`src/rtl/sap_core_param.sv`:
```
// sap_core_param -- multicycle SAP-style accumulator CPU with a hard-wired control FSM.
//
// Datapath: accumulator A, operand register B, PC, IR, MAR, unified RAM of
// 2**ADDR_W words, and carry/zero flags. Adds conditional jumps, valid/ready
// IN and OUT ports with backpressure, and a RAM program-load port that is
// honoured only while the core is stopped (IDLE or HALT).
// DATA_W must be >= 4 + ADDR_W so that the opcode and operand fields fit.
//
// Ports
//   i_clk        clock, all state on the rising edge
//   i_reset      asynchronous reset, active low
//   i_run        start execution at PC=0 (sampled in IDLE/HALT only)
//   i_prog_we    RAM write strobe (IDLE/HALT only)
//   i_prog_addr  RAM write address
//   i_prog_data  RAM write data
//   i_in_valid   input word available
//   i_in_data    input word
//   o_in_ready   IN instruction is waiting for a word
//   o_out_valid  o_out_data holds an unconsumed OUT result
//   o_out_data   A captured at the OUT instruction, stable while o_out_valid
//   i_out_ready  sink accepts o_out_data
//   o_busy       core is in any state other than IDLE/HALT
//   o_halted     core is in HALT
module sap_core_param #(
  parameter int DATA_W = 8,
  parameter int ADDR_W = 4
) (
  input  logic              i_clk,
  input  logic              i_reset,
  input  logic              i_run,
  input  logic              i_prog_we,
  input  logic [ADDR_W-1:0] i_prog_addr,
  input  logic [DATA_W-1:0] i_prog_data,
  input  logic              i_in_valid,
  input  logic [DATA_W-1:0] i_in_data,
  output logic              o_in_ready,
  output logic              o_out_valid,
  output logic [DATA_W-1:0] o_out_data,
  input  logic              i_out_ready,
  output logic              o_busy,
  output logic              o_halted
);

  localparam int DEPTH = 1 << ADDR_W;

  typedef enum logic [3:0] {
    S_IDLE, S_F0, S_F1, S_E1, S_E2, S_E3, S_IN_WAIT, S_OUT_WAIT, S_HALT
  } state_t;

  localparam logic [3:0] OP_LDA = 4'h1;
  localparam logic [3:0] OP_ADD = 4'h2;
  localparam logic [3:0] OP_SUB = 4'h3;
  localparam logic [3:0] OP_STA = 4'h4;
  localparam logic [3:0] OP_LDI = 4'h5;
  localparam logic [3:0] OP_JMP = 4'h6;
  localparam logic [3:0] OP_JC  = 4'h7;
  localparam logic [3:0] OP_JZ  = 4'h8;
  localparam logic [3:0] OP_IN  = 4'h9;
  localparam logic [3:0] OP_OUT = 4'hE;
  localparam logic [3:0] OP_HLT = 4'hF;

  state_t              r_state, w_next;
  logic [ADDR_W-1:0]   r_pc, r_mar;
  logic [DATA_W-1:0]   r_a, r_b, r_ir, r_out_data;
  logic                r_carry, r_zero, r_out_valid;
  logic [DATA_W-1:0]   r_mem [DEPTH];

  logic [3:0]          w_op;
  logic [ADDR_W-1:0]   w_opd;
  logic                w_stopped, w_is_sub;
  logic [DATA_W-1:0]   w_b_op;
  logic [DATA_W:0]     w_sum;

  assign w_op      = r_ir[DATA_W-1 -: 4];
  assign w_opd     = r_ir[ADDR_W-1:0];
  assign w_stopped = (r_state == S_IDLE) || (r_state == S_HALT);

  // SUB is A + ~B + 1; the carry out is then "no borrow".
  assign w_is_sub = (w_op == OP_SUB);
  assign w_b_op   = w_is_sub ? ~r_b : r_b;
  assign w_sum    = {1'b0, r_a} + {1'b0, w_b_op} + {{DATA_W{1'b0}}, w_is_sub};

  // Handshake/status outputs decode the state register directly, so they
  // drop the moment reset forces the state to IDLE.
  assign o_in_ready  = (r_state == S_IN_WAIT);
  assign o_out_valid = r_out_valid;
  assign o_out_data  = r_out_data;
  assign o_busy      = !w_stopped;
  assign o_halted    = (r_state == S_HALT);

  always_ff @(posedge i_clk or negedge i_reset) begin
    if (!i_reset) r_state <= S_IDLE;
    else          r_state <= w_next;
  end

  always_comb begin
    w_next = r_state;
    case (r_state)
      S_IDLE, S_HALT: if (i_run) w_next = S_F0;
      S_F0:           w_next = S_F1;
      S_F1:           w_next = S_E1;
      S_E1: begin
        case (w_op)
          OP_LDA, OP_ADD, OP_SUB, OP_STA: w_next = S_E2;
          OP_IN:                          w_next = S_IN_WAIT;
          OP_OUT:                         w_next = S_OUT_WAIT;
          OP_HLT:                         w_next = S_HALT;
          default:                        w_next = S_F0;
        endcase
      end
      S_E2:       w_next = (w_op == OP_ADD || w_op == OP_SUB) ? S_E3 : S_F0;
      S_E3:       w_next = S_F0;
      S_IN_WAIT:  if (i_in_valid) w_next = S_F0;
      S_OUT_WAIT: if (r_out_valid && i_out_ready) w_next = S_F0;
      default:    w_next = S_IDLE;
    endcase
  end

  always_ff @(posedge i_clk or negedge i_reset) begin
    if (!i_reset) begin
      r_pc        <= '0;
      r_mar       <= '0;
      r_a         <= '0;
      r_b         <= '0;
      r_ir        <= '0;
      r_carry     <= 1'b0;
      r_zero      <= 1'b0;
      r_out_data  <= '0;
      r_out_valid <= 1'b0;
    end else begin
      case (r_state)
        S_IDLE, S_HALT: if (i_run) r_pc <= '0;
        S_F0: r_mar <= r_pc;
        S_F1: begin
          r_ir <= r_mem[r_mar];
          r_pc <= r_pc + ADDR_W'(1);
        end
        S_E1: begin
          case (w_op)
            OP_LDA, OP_ADD, OP_SUB, OP_STA: r_mar <= w_opd;
            OP_LDI: r_a  <= {{(DATA_W-ADDR_W){1'b0}}, w_opd};
            OP_JMP: r_pc <= w_opd;
            OP_JC:  if (r_carry) r_pc <= w_opd;
            OP_JZ:  if (r_zero)  r_pc <= w_opd;
            OP_OUT: begin
              r_out_data  <= r_a;
              r_out_valid <= 1'b1;
            end
            default: ;
          endcase
        end
        S_E2: begin
          if (w_op == OP_LDA) r_a <= r_mem[r_mar];
          if (w_op == OP_ADD || w_op == OP_SUB) r_b <= r_mem[r_mar];
        end
        S_E3: begin
          r_a     <= w_sum[DATA_W-1:0];
          r_carry <= w_sum[DATA_W];
          r_zero  <= (w_sum[DATA_W-1:0] == '0);
        end
        S_IN_WAIT:  if (i_in_valid) r_a <= i_in_data;
        S_OUT_WAIT: if (i_out_ready) r_out_valid <= 1'b0;
        default: ;
      endcase
    end
  end

  // RAM has no reset. The load port and STA never overlap: one needs a
  // stopped core, the other the E2 state.
  always_ff @(posedge i_clk) begin
    if (w_stopped && i_prog_we)
      r_mem[i_prog_addr] <= i_prog_data;
    else if (r_state == S_E2 && w_op == OP_STA)
      r_mem[r_mar] <= r_a;
  end

endmodule

```
`config.mk`:
```
export PLATFORM = sky130hd
export DESIGN_NAME = sap_core_param
export DESIGN_NICKNAME = d
export VERILOG_FILES = /design/src/rtl/sap_core_param.sv
export SDC_FILE = /design/constraint.sdc
export NUM_CORES = 1
export LEC_CHECK = 0
export ABC_CLOCK_PERIOD_IN_PS = 3000
export CORE_ASPECT_RATIO = 0.5
export CORE_MARGIN = 1.5
export CORE_UTILIZATION = 60
export DETAILED_ROUTE_END_ITERATION = 16
export HOLD_SLACK_MARGIN = 0.12
export PLACE_DENSITY_LB_ADDON = 0.1
export REMOVE_ABC_BUFFERS = 1
export SETUP_SLACK_MARGIN = 0.05
export SYNTH_ARGS = -nofsm -noshare
export SYNTH_HDL_FRONTEND = slang
export SYNTH_SLANG_ARGS = --single-unit
```
`constraint.sdc`:
```
create_clock -name i_clk -period 3 [get_ports i_clk]
set_input_delay 0.6 -clock i_clk [delete_from_list [all_inputs] [get_ports i_clk]]
set_output_delay 0.6 -clock i_clk [all_outputs]
set_load 0.02 [all_outputs]
```
---- Word level (Yosys, flattened, before mapping) ----
Memories as Yosys holds them, arrays and structs flattened.
Index checks and enable logic that the tools add are counted.
word-level totals
  bits in registers ....................... 47
  bits in writable memories ............... 128
  input bits .............................. 26
  memories kept ........................... 1
cells by class
  add/sub/neg operators ................... 3
  eq/ne operators ......................... 30
  mux-type cells .......................... 29
  bitwise gates (word level) .............. 1
  reduce and logical (&&, ||, !) cells .... 22
memories
  memory  words  width  read ports  clocked after Yosys merged registers in  write ports  RTL line  RTL
  r_mem   16     8      1           0                                        1            66        logic [DATA_W-1:0] r_mem [DEPTH];
operator list
  kind                 number
  $mux 8               5
  $eq 4x3->1 const B   8
  $mux 4               8
  $pmux 4 s8           1
  $pmux 8 s4           1
  $pmux 4 s3           2
  $eq 4x4->1 const B   5
  $eq 4x2->1 const B   4
  $pmux 4 s4           1
  $ne 2x2->1 const B   5
  $add 8x8->9          1
  $add 9x1->9          1
  $eq 4x1->1 const B   2
  $logic_not 8->1      1
  $mux 1               8
  $not 8->8            1
  $pmux 4 s2           1
  $reduce_or 8->1      1
  $ne 2x1->1 const B   3
  $ne 3x3->1 const B   2
  $reduce_and 2->1     3
  $reduce_and 3->1     2
  $reduce_and 5->1     1
  $add 4x1->4 const B  1
  13 further kinds     17

---- Logic depth before layout (Yosys ltp) ----
Gate-level depths: netlist of run 1.
  word-level depth ........................ 7
  depth in mapped cells ................... 12

---- Worst setup path before layout of run 1 ----
OpenSTA, ideal clock, no wires.
  path kind ............................... register -> register
  start ................................... register r_ir[4] (read register of r_mem)
  end ..................................... register r_zero
  data arrival time ....................... 2.469 ns
  data required time ...................... 2.878 ns
  slack ................................... 0.409 ns
  cell stages (with the launch flop) ...... 12
  buffers on the path ..................... 2
  clock period less this slack ............ 2.591 ns
  cells stage by stage .................... dfrtp_1 > buf_4 > nor4bb_1 > buf_2 > xor2_1 > ha_1 > nor2b_1 > o31a_1 > o31a_1 > nor3_1 > nor4_1 > a32o_1
between the ends
  longest elaborated chain between the ends .. 5
RTL lines
  element               RTL line  RTL
  start, declared       64        logic [DATA_W-1:0] r_a, r_b, r_ir, r_out_data;
  $eq 4x2->1 (*)        79        assign w_is_sub = (w_op == OP_SUB);
  $mux 8                80        assign w_b_op = w_is_sub ? ~r_b : r_b;
  $add 8x8->9           81        assign w_sum = {1'b0, r_a} + {1'b0, w_b_op} + {{DATA_W{1'b0}}, w_is_sub};
  $add 9x1->9 (*)       81
  $logic_not 8->1 (*)   159       r_zero <= (w_sum[DATA_W-1:0] == '0);
  end signal, assigned  159
  end, declared         65        logic r_carry, r_zero, r_out_valid;
Mark *: on every way between the ends. The rest lies on a longest branch, timed or not.
A chain may end at the register's enable or synchronous reset.

---- Final worst setup path of run 1 ----
  start ................................... register r_ir[6] (read register of r_mem)
  end ..................................... register r_a[5]
between the ends
  longest elaborated chain between the ends .. 5
  elaborated cells between the ends (all ways) .. 10
  those cells by class .................... 2 x add/sub; 5 x eq/ne; 2 x mux; 1 x reduce/logical
RTL lines
  element               RTL line  RTL
  $eq 4x2->1            79
  $mux 8                80
  $add 8x8->9           81
  $add 9x1->9           81
  $pmux 8 s4            131       case (r_state)
  end signal, assigned  141       OP_LDI: r_a <= {{(DATA_W-ADDR_W){1'b0}}, w_opd};
  end signal, assigned  153       if (w_op == OP_LDA) r_a <= r_mem[r_mar];
  end signal, assigned  157       r_a <= w_sum[DATA_W-1:0];
  end, declared         64
Parallel ways exist; a longest one is shown, timed or not.

==> results of run 1 <==
## layout make-up
type	instances	area (sq um)	share of cell area, %
Timing Repair Buffer	77	690.7	7.410
Clock buffer	17	425.4	4.564
Sequential cell	175	5021	53.87
Multi-Input combinational cell	337	2728	29.27
Clock inverter	15	186.4	2.000
Inverter	15	56.30	0.6041
Tap cell	170	212.7	2.282
## cell usage after synthesis, types with 8 or more instances
library cell | instances | area [sq um]
buf_2 | 10 | 50.05
a31oi_1 | 8 | 50.05
nor2_1 | 36 | 135.1
mux4_2 | 36 | 810.8
edfxtp_1 | 128 | 3844
xor2_1 | 9 | 78.83
a21oi_1 | 20 | 100.1
mux2_2 | 23 | 259.0
dfrtp_1 | 47 | 1176
o21ai_0 | 35 | 175.2
nand2_1 | 67 | 251.5
clkbuf_1 | 12 | 45.04
ha_1 | 8 | 100.1
mux2i_1 | 9 | 90.09
inv_1 | 15 | 56.30
## flip-flops by register name (all words and copies together) (netlist names)
register / count
r_ir: 8
r_mem: 128
r_carry: 1
r_zero: 1
o_out_data: 8
r_pc: 4
r_state: 4
r_a: 8
r_b: 8
r_mar: 4
o_out_valid: 1
## worst max-delay path by stage
stage                             start            endpoint  slack [ps]  cells after the start
detailed placement  r_ir[6]$_DFFE_PN0P_  r_zero$_DFFE_PN0P_         190                     10
global placement    r_ir[6]$_DFFE_PN0P_  r_zero$_DFFE_PN0P_         270                     10
finish              r_ir[6]$_DFFE_PN0P_  r_a[5]$_DFFE_PN0P_         190                     10
CTS                 r_ir[6]$_DFFE_PN0P_  r_zero$_DFFE_PN0P_         180                     10
floorplan           r_ir[5]$_DFFE_PN0P_  r_zero$_DFFE_PN0P_        -520                      9
global route        r_ir[6]$_DFFE_PN0P_  r_a[5]$_DFFE_PN0P_          50                     10
## where the power goes
part           total [mW]  internal (mW)  switching [mW]
logic                2.85           1.30            1.55
registers            3.17           2.89           0.281
clock network        2.29           1.21            1.08
## kinds of logic after synthesis
family,count (synthesis)
buffers and inverters,46
DFF,175
adders and majority gates,9
muxes,69
AOI/OAI and AO/OA,94
and+or+nand+nor,152
xor gates and xnor gates,13
## stage by stage
| step | TNS (ps) | utilization [%] | hold slack [ps] |
|---|---|---|---|
| floorplan | -2624 | - | 304.4 |
| global placement | 0 | 67.95 | 463.4 |
| detailed placement | 0 | 67.95 | 480.1 |
| CTS | 0 | 72.73 | 224.2 |
| global route | 0 | 72.77 | 243.2 |
| finish | 0 | 72.77 | 196.9 |
## worst reg2reg max path, stage by stage (launching register included)
cell and delay (ps):
dfrtp_1 390, nor4bb_2 310, buf_4 240, xor2_1 210
ha_1 270, a31o_2 250, a22o_1 250, nor2_1 200
o21ai_0 180, a211oi_1 260, o221a_2 210
## metal layers
layer	wire length [um]	up-vias	track usage [%]
li1	-	2274	-
met5	0	-	0
met1	8080	2550	39.41
met4	116	0	5.897
met2	8604	222	44.36
met3	1229	11	6.554
==> results.md, run 1 <==
| Quantity | This run |
| --- | --- |
| Total power density per cell area | 891.3 nW/um^2 |
| RSZ-0062 raised after global routing | no |
| Resized Gates After CTS | 0 |
| Die W | 165.8 um |
| Final weighted congestion in routability-driven placement | 0.9048 |
| Average cell area after synthesis | 14.24 sq um |
| Hold/Removal Path Class | input port to asynchronous set/reset pin |
| Buffers added on ports | 37 |
| Achievable Freq | 355.3 MHz |
| Starting DRC count in detailed routing | 459 |
| Critical path cell sequence | nor4bb_2, buf_4, xor2_1, ha_1, a31o_2, a22o_1, nor2_1, o21ai_0, a211oi_1, o221a_2 |
| Fraction of the cycle the final worst path needs | 93.81% |
| Leakage power figure | 3.394 nW |
| Share of final-layout standard cells stronger than drive strength 1 | 22.17% |
| TritonRoute pass-1 iters | 5 |
| Setup Slack @ Placement | 185.0 ps |
| Most frequent cells in the layout | edfxtp_1, nand2_1, dfrtp_1 |
| WP buf/inv | 1 |
| Cell area after technology mapping | 7948 sq um |
| Highest fanout seen on the critical path | 9 |
| Number of flip-flops and latches in the synthesized netlist | 175 |
| Placed instance area | 8703 sq um |
| Post-synthesis adder-cell area fraction | 1.511% |
| Measured slew at the worst slew-check pin | 851.0 ps |
| Combinational family with the most area after synthesis | multiplexers |
| Die H | 84.38 um |
| Minimum setup slack among reg-to-reg paths | 190 ps |
| Compound-Gate Fraction of Synth Area | 7.509% |
| Post-synth top flop | edfxtp_1 |
| Count of filler cells inserted in the layout | 832 |
| Setup violation total in the final timing report | 0 |
| Number of top-level pins | 38 |
| Number of setup buffers added after CTS | 0 |
| Count of nets left with antenna violations after detail routing | 0 |
| Latest clock arrival within the worst-skew pair | 430 ps |
| Critical setup path kind | flop to flop |
| Share of flip-flops with an asynchronous set or reset | 26.86% |
| Signed area change from the synthesized netlist to the final layout | 17.27% |
| Core ar. | 12810 sq um |
| Share of the yosys chip area belonging to registers | 63.16% |
| Via-to-Cell Ratio | 6.274 |
| Max Slew Vio Count | 0 |
| Overall Global Routing Usage | 27.67% |
| Number of nets in the layout | 658 |
| Delay-heaviest family, CP | compound AO/OA/AOI/OAI gates |
| Time the worst path needs with I/O delays and setup | 2814 ps |
| Max_cap viols | 0 |
| Result of the run | finished, final reports clean |
| Starting utilization of the core area | 62.05% |
| Maximum count of clock buffers along a single path | 2 |
| Initial antenna violation count | 0 |
| Worst setup SP type | flop |
| Die Footprint | 13990 sq um |
| Data arrival, critical path | 3180 ps |
| # DRC | 0 |
| Synth cell types | 61 |
| Antenna cell count | 0 |
| Clock transition at path regs | 70 ps |
| Largest net degree at the start of global routing | 29 |
| Placed Cells | 774 |
| Design area | 9320 sq um |
| Number of flops mapped to enable cells by yosys | 128 |
| CTS H-tree lvls | 4 |
| Post-detail-place hpwl | 12.24 mm |
| Post-route worst setup slack | 185.6 ps |
| Category of the worst setup path capture point | flop |
| Post-layout power | 8.308 mW |
| Synth Area in XOR/XNOR | 1.433% |
| Critical Path Slowest Stage Cell | dfrtp_1 |
| Final non-filler cell total | 806 |
| Via count of the routed design | 5057 |
| Number of cells on the worst reg-to-reg path | 10 |
| Max-slew headroom at the worst pin | 43.06% |
| TritonCTS clock tree | built |
| Clock Sink Count | 175 |
| Total overflow reported by the global router | 0 |
| Most common cell after layout, fill and taps aside | edfxtp_1 |
| Aggregate routed wire length | 18.03 mm |
| Clock Root Buffer | clkbuf_16 |
| Post-route clock skew | 8.890 ps |
| Post-synthesis mux area share | 14.74% |
| Area share of and/or/nand/nor cells after synthesis | 8.989% |
| Required time of the critical path | 3370 ps |
| Worst IR Drop VDD | 0.8341 mV |
| Yosys warning total | 0 |
| FF-to-FF Start | r_ir[6]$_DFFE_PN0P_ |
| CTS Buf Count | 17 |
| Hold_buf cts | 0 |
| Row count | 29 |
| Mapped Cells | 558 |
| Wire length of the first global-routing pass | 28.35 mm |
| Critical path's largest stage delay | 390 ps |
| Capturing point of the worst reg2reg path | r_a[5]$_DFFE_PN0P_ |
| Hold Vio Cnt, Final | 0 |
| Mean routed wirelength per cell | 22.37 um |
| Number of global-route vias before repair | 4938 |
Note: power is estimated with default switching activity, not from simulation.
==> run 2, diff against run 1 <==
--- a/config.mk
+++ b/config.mk
@@ -10,10 +10,12 @@
 export CORE_MARGIN = 1.5
 export CORE_UTILIZATION = 60
 export DETAILED_ROUTE_END_ITERATION = 16
+export GPL_ROUTABILITY_DRIVEN = 0
 export HOLD_SLACK_MARGIN = 0.12
 export PLACE_DENSITY_LB_ADDON = 0.1
 export REMOVE_ABC_BUFFERS = 1
 export SETUP_SLACK_MARGIN = 0.05
+export SLEW_MARGIN = 25
 export SYNTH_ARGS = -nofsm -noshare
 export SYNTH_HDL_FRONTEND = slang
 export SYNTH_SLANG_ARGS = --single-unit
==> run 2 against run 1 <==
Effect of this change:
- critical path depth fell by 4
- combinational power barely moved
- largest power group unchanged
- routed wire length barely moved
- largest cell class unchanged
- core utilization rose by 0.078 points
==> results.md, run 2 (synthesis gave the netlist of run 1 again) <==
| Quantity | This run | Delta |
| --- | --- | --- |
| Antenna cell count | 0 | unchanged |
| Top register by number of flip-flops | r_mem |  |
| Critical path's largest stage delay | 760 ps | +370 ps |
| Smallest hold slack | 223.9 ps | +26.91 ps |
| Total power density per cell area | 883.8 nW/um^2 | -0.84% |
| Buffers added on ports | 37 | unchanged |
| Wire length of the first global-routing pass | 27.97 mm | -1.4% |
| Capturing point of the worst reg2reg path | r_mem[13][5]$_DFFE_PP_ |  |
| Required time of the critical path | 3050 ps | -320 ps |
| Largest net degree at the start of global routing | 33 | +14% |
| TNS Setup | 0 ps | unchanged |
| Data arrival, critical path | 2830 ps | -350 ps |
| Number of top-level pins | 38 | unchanged |
| Clock Root Buffer | clkbuf_16 |  |
| Max_cap viols | 0 | unchanged |
| Starting utilization of the core area | 62.05% | unchanged |
| Highest fanout seen on the critical path | 8 | -1 |
| Critical setup path kind | flop to flop |  |
| Number of cells on the worst reg-to-reg path | 6 | -4 |
| Die W | 165.8 um | unchanged |
| CTS H-tree lvls | 4 | unchanged |
| RSZ-0062 raised after global routing | no |  |
| Hold_buf cts | 0 | unchanged |
| Hold Vio Cnt, Final | 0 | unchanged |
| Number of global-route vias before repair | 4895 | -0.87% |
| Row count | 29 | unchanged |
| Via count of the routed design | 5005 | -1.0% |
| Worst setup path start | r_state[2]$_DFFE_PN0P_ |  |
| Post-route clock skew | 16.55 ps | +7.662 ps |
| Max Slew Vio Count | 0 | unchanged |
| Most frequent cells in the layout | edfxtp_1, nand2_1, dfrtp_1 |  |
| Critical path cell sequence | nand2b_1, nor3_1, nand3_1, inv_1, a32oi_1, nor2_1 |  |
| Die Footprint | 13990 sq um | unchanged |
| Count of nets left with antenna violations after detail routing | 0 | unchanged |
| Count of filler cells inserted in the layout | 822 | -1.2% |
| Max-slew headroom at the worst pin | 37.78% | -5.3 points |
| # DRC | 0 | unchanged |
| Share of final-layout standard cells stronger than drive strength 1 | 22.93% | +0.76 points |
| Worst IR Drop VDD | 0.5804 mV | -30% |
| Time the worst path needs with I/O delays and setup | 2783 ps | -31.49 ps |
| Measured slew at the worst slew-check pin | 929.9 ps | +78.91 ps |
| TritonCTS clock tree | built |  |
| Critical Path Slowest Stage Cell | nor2_1 |  |
| Total overflow reported by the global router | 0 | unchanged |
| TritonRoute pass-1 iters | 4 | -1 |
| Placed instance area | 8713 sq um | +0.12% |
| Final non-filler cell total | 811 | +0.62% |
| Signed area change from the synthesized netlist to the final layout | 17.40% |  |
| Core ar. | 12810 sq um | unchanged |
| Latest clock arrival within the worst-skew pair | 430 ps | about the same |
| Most common cell after layout, fill and taps aside | edfxtp_1 |  |
| Initial antenna violation count | 0 | unchanged |
| Largest register FFs | 128 | unchanged |
| Overall Global Routing Usage | 27.28% | -0.40 points |
| Via-to-Cell Ratio | 6.171 | -1.6% |
| Die H | 84.38 um | unchanged |
| Maximum count of clock buffers along a single path | 2 | unchanged |
| Clock transition at path regs | 70 ps | about the same |
| Category of the worst setup path capture point | flop |  |
| CTS Buf Count | 17 | unchanged |
| Clock Sink Count | 175 | unchanged |
| Design area | 9330 sq um | +0.11% |
| Hold/Removal Path Class | input port to asynchronous set/reset pin |  |
| Achievable Freq | 359.3 MHz | +1.1% |
| FF-to-FF Start | r_state[2]$_DFFE_PN0P_ |  |
| Critical path capture point | r_mem[13][5]$_DFFE_PP_ |  |
| Aggregate routed wire length | 18.03 mm | about the same |
| Leakage power figure | 3.404 nW | +0.31% |
| Starting DRC count in detailed routing | 450 | -2.0% |
| Placed Cells | 777 | +0.39% |
| Number of nets in the layout | 663 | +0.76% |
| Mean routed wirelength per cell | 22.24 um | -0.59% |
| Fraction of the cycle the final worst path needs | 92.76% | -1.0 points |
| Minimum setup slack among reg-to-reg paths | 220 ps | +30 ps |
| Worst setup SP type | flop |  |
| Result of the run | finished, final reports clean |  |
| Post-detail-place hpwl | 12.43 mm | +1.6% |
| End-of-flow core utilization | 72.84% | +0.078 points |
| Setup violation total in the final timing report | 0 | unchanged |
==> run 2: cell count changes in the layout (fill, tap and decap cells not counted), sizes merged <==
cell,previous run,this run
inv,23,22
clkinvlp,0,1
buf,41,46
==> run 2: layout make-up <==
cell class / count / area, sq um / area share [%]
Sequential cell: 175 / 5022 / 53.83
Timing Repair Buffer: 82 / 715.7 / 7.671
Tap cell: 170 / 212.7 / 2.280
Clock inverter: 15 / 170.2 / 1.824
Clock buffer: 17 / 425.4 / 4.559
Inverter: 15 / 56.30 / 0.6035
Multi-Input combinational cell: 337 / 2728 / 29.23
==> run 2: worst max-delay path, delay by kind of cell (launching register included) <==
kind,cells,cell delay (ps)
and+or+nand+nor,4,1530
DFF,1,460
buffers and inverters,1,210
AOI/OAI and AO/OA,1,200
==> run 2: where the power goes <==
part	internal, mW	total [mW]	switching, mW
Clock	1.19	2.21	1.02
Combinational	1.31	2.86	1.55
Sequential	2.89	3.18	0.290
Total	5.39	8.25	2.86
==> run 2: metal layers <==
| metal | wire, um | up-vias | global-route usage (%) | part of all wire [%] |
|---|---|---|---|---|
| li1 | - | 2267 | - | - |
| met1 | 8188 | 2505 | 39.37 | 45 |
| met2 | 8338 | 215 | 42.54 | 46 |
| met3 | 1343 | 18 | 6.129 | 7.4 |
| met4 | 163 | 0 | 7.617 | 0.90 |
| met5 | 0 | - | 0 | 0 |
==> run 2: metrics by stage <==
stage	total power [mW]	setup slack, ps
2_1_floorplan	5.028	-520.7
3_3_place_gp	5.975	251.7
3_5_place_dp	6.026	159.4
4_1_cts	8.239	142.1
5_1_grt	8.669	66.77
6_report	8.246	217.1
==> run 2: worst min path at each step <==
stage,cells after the start,to,slack [ps]
final,1,r_a[4]$_DFFE_PN0P_,220
after global routing,1,r_a[5]$_DFFE_PN0P_,280
after CTS,1,r_a[5]$_DFFE_PN0P_,250
after detailed placement,2,o_out_data[1]$_DFFE_PN0P_,480
after global placement,2,o_out_data[1]$_DFFE_PN0P_,460
after floorplan,0,o_out_data[0]$_DFFE_PN0P_,300
==> run 2: repair_timing <==
action                     4_1_cts  5_1_grt
buffers inserted                 0        2
resized for setup                0        3
setup endpoints to repair        0       20
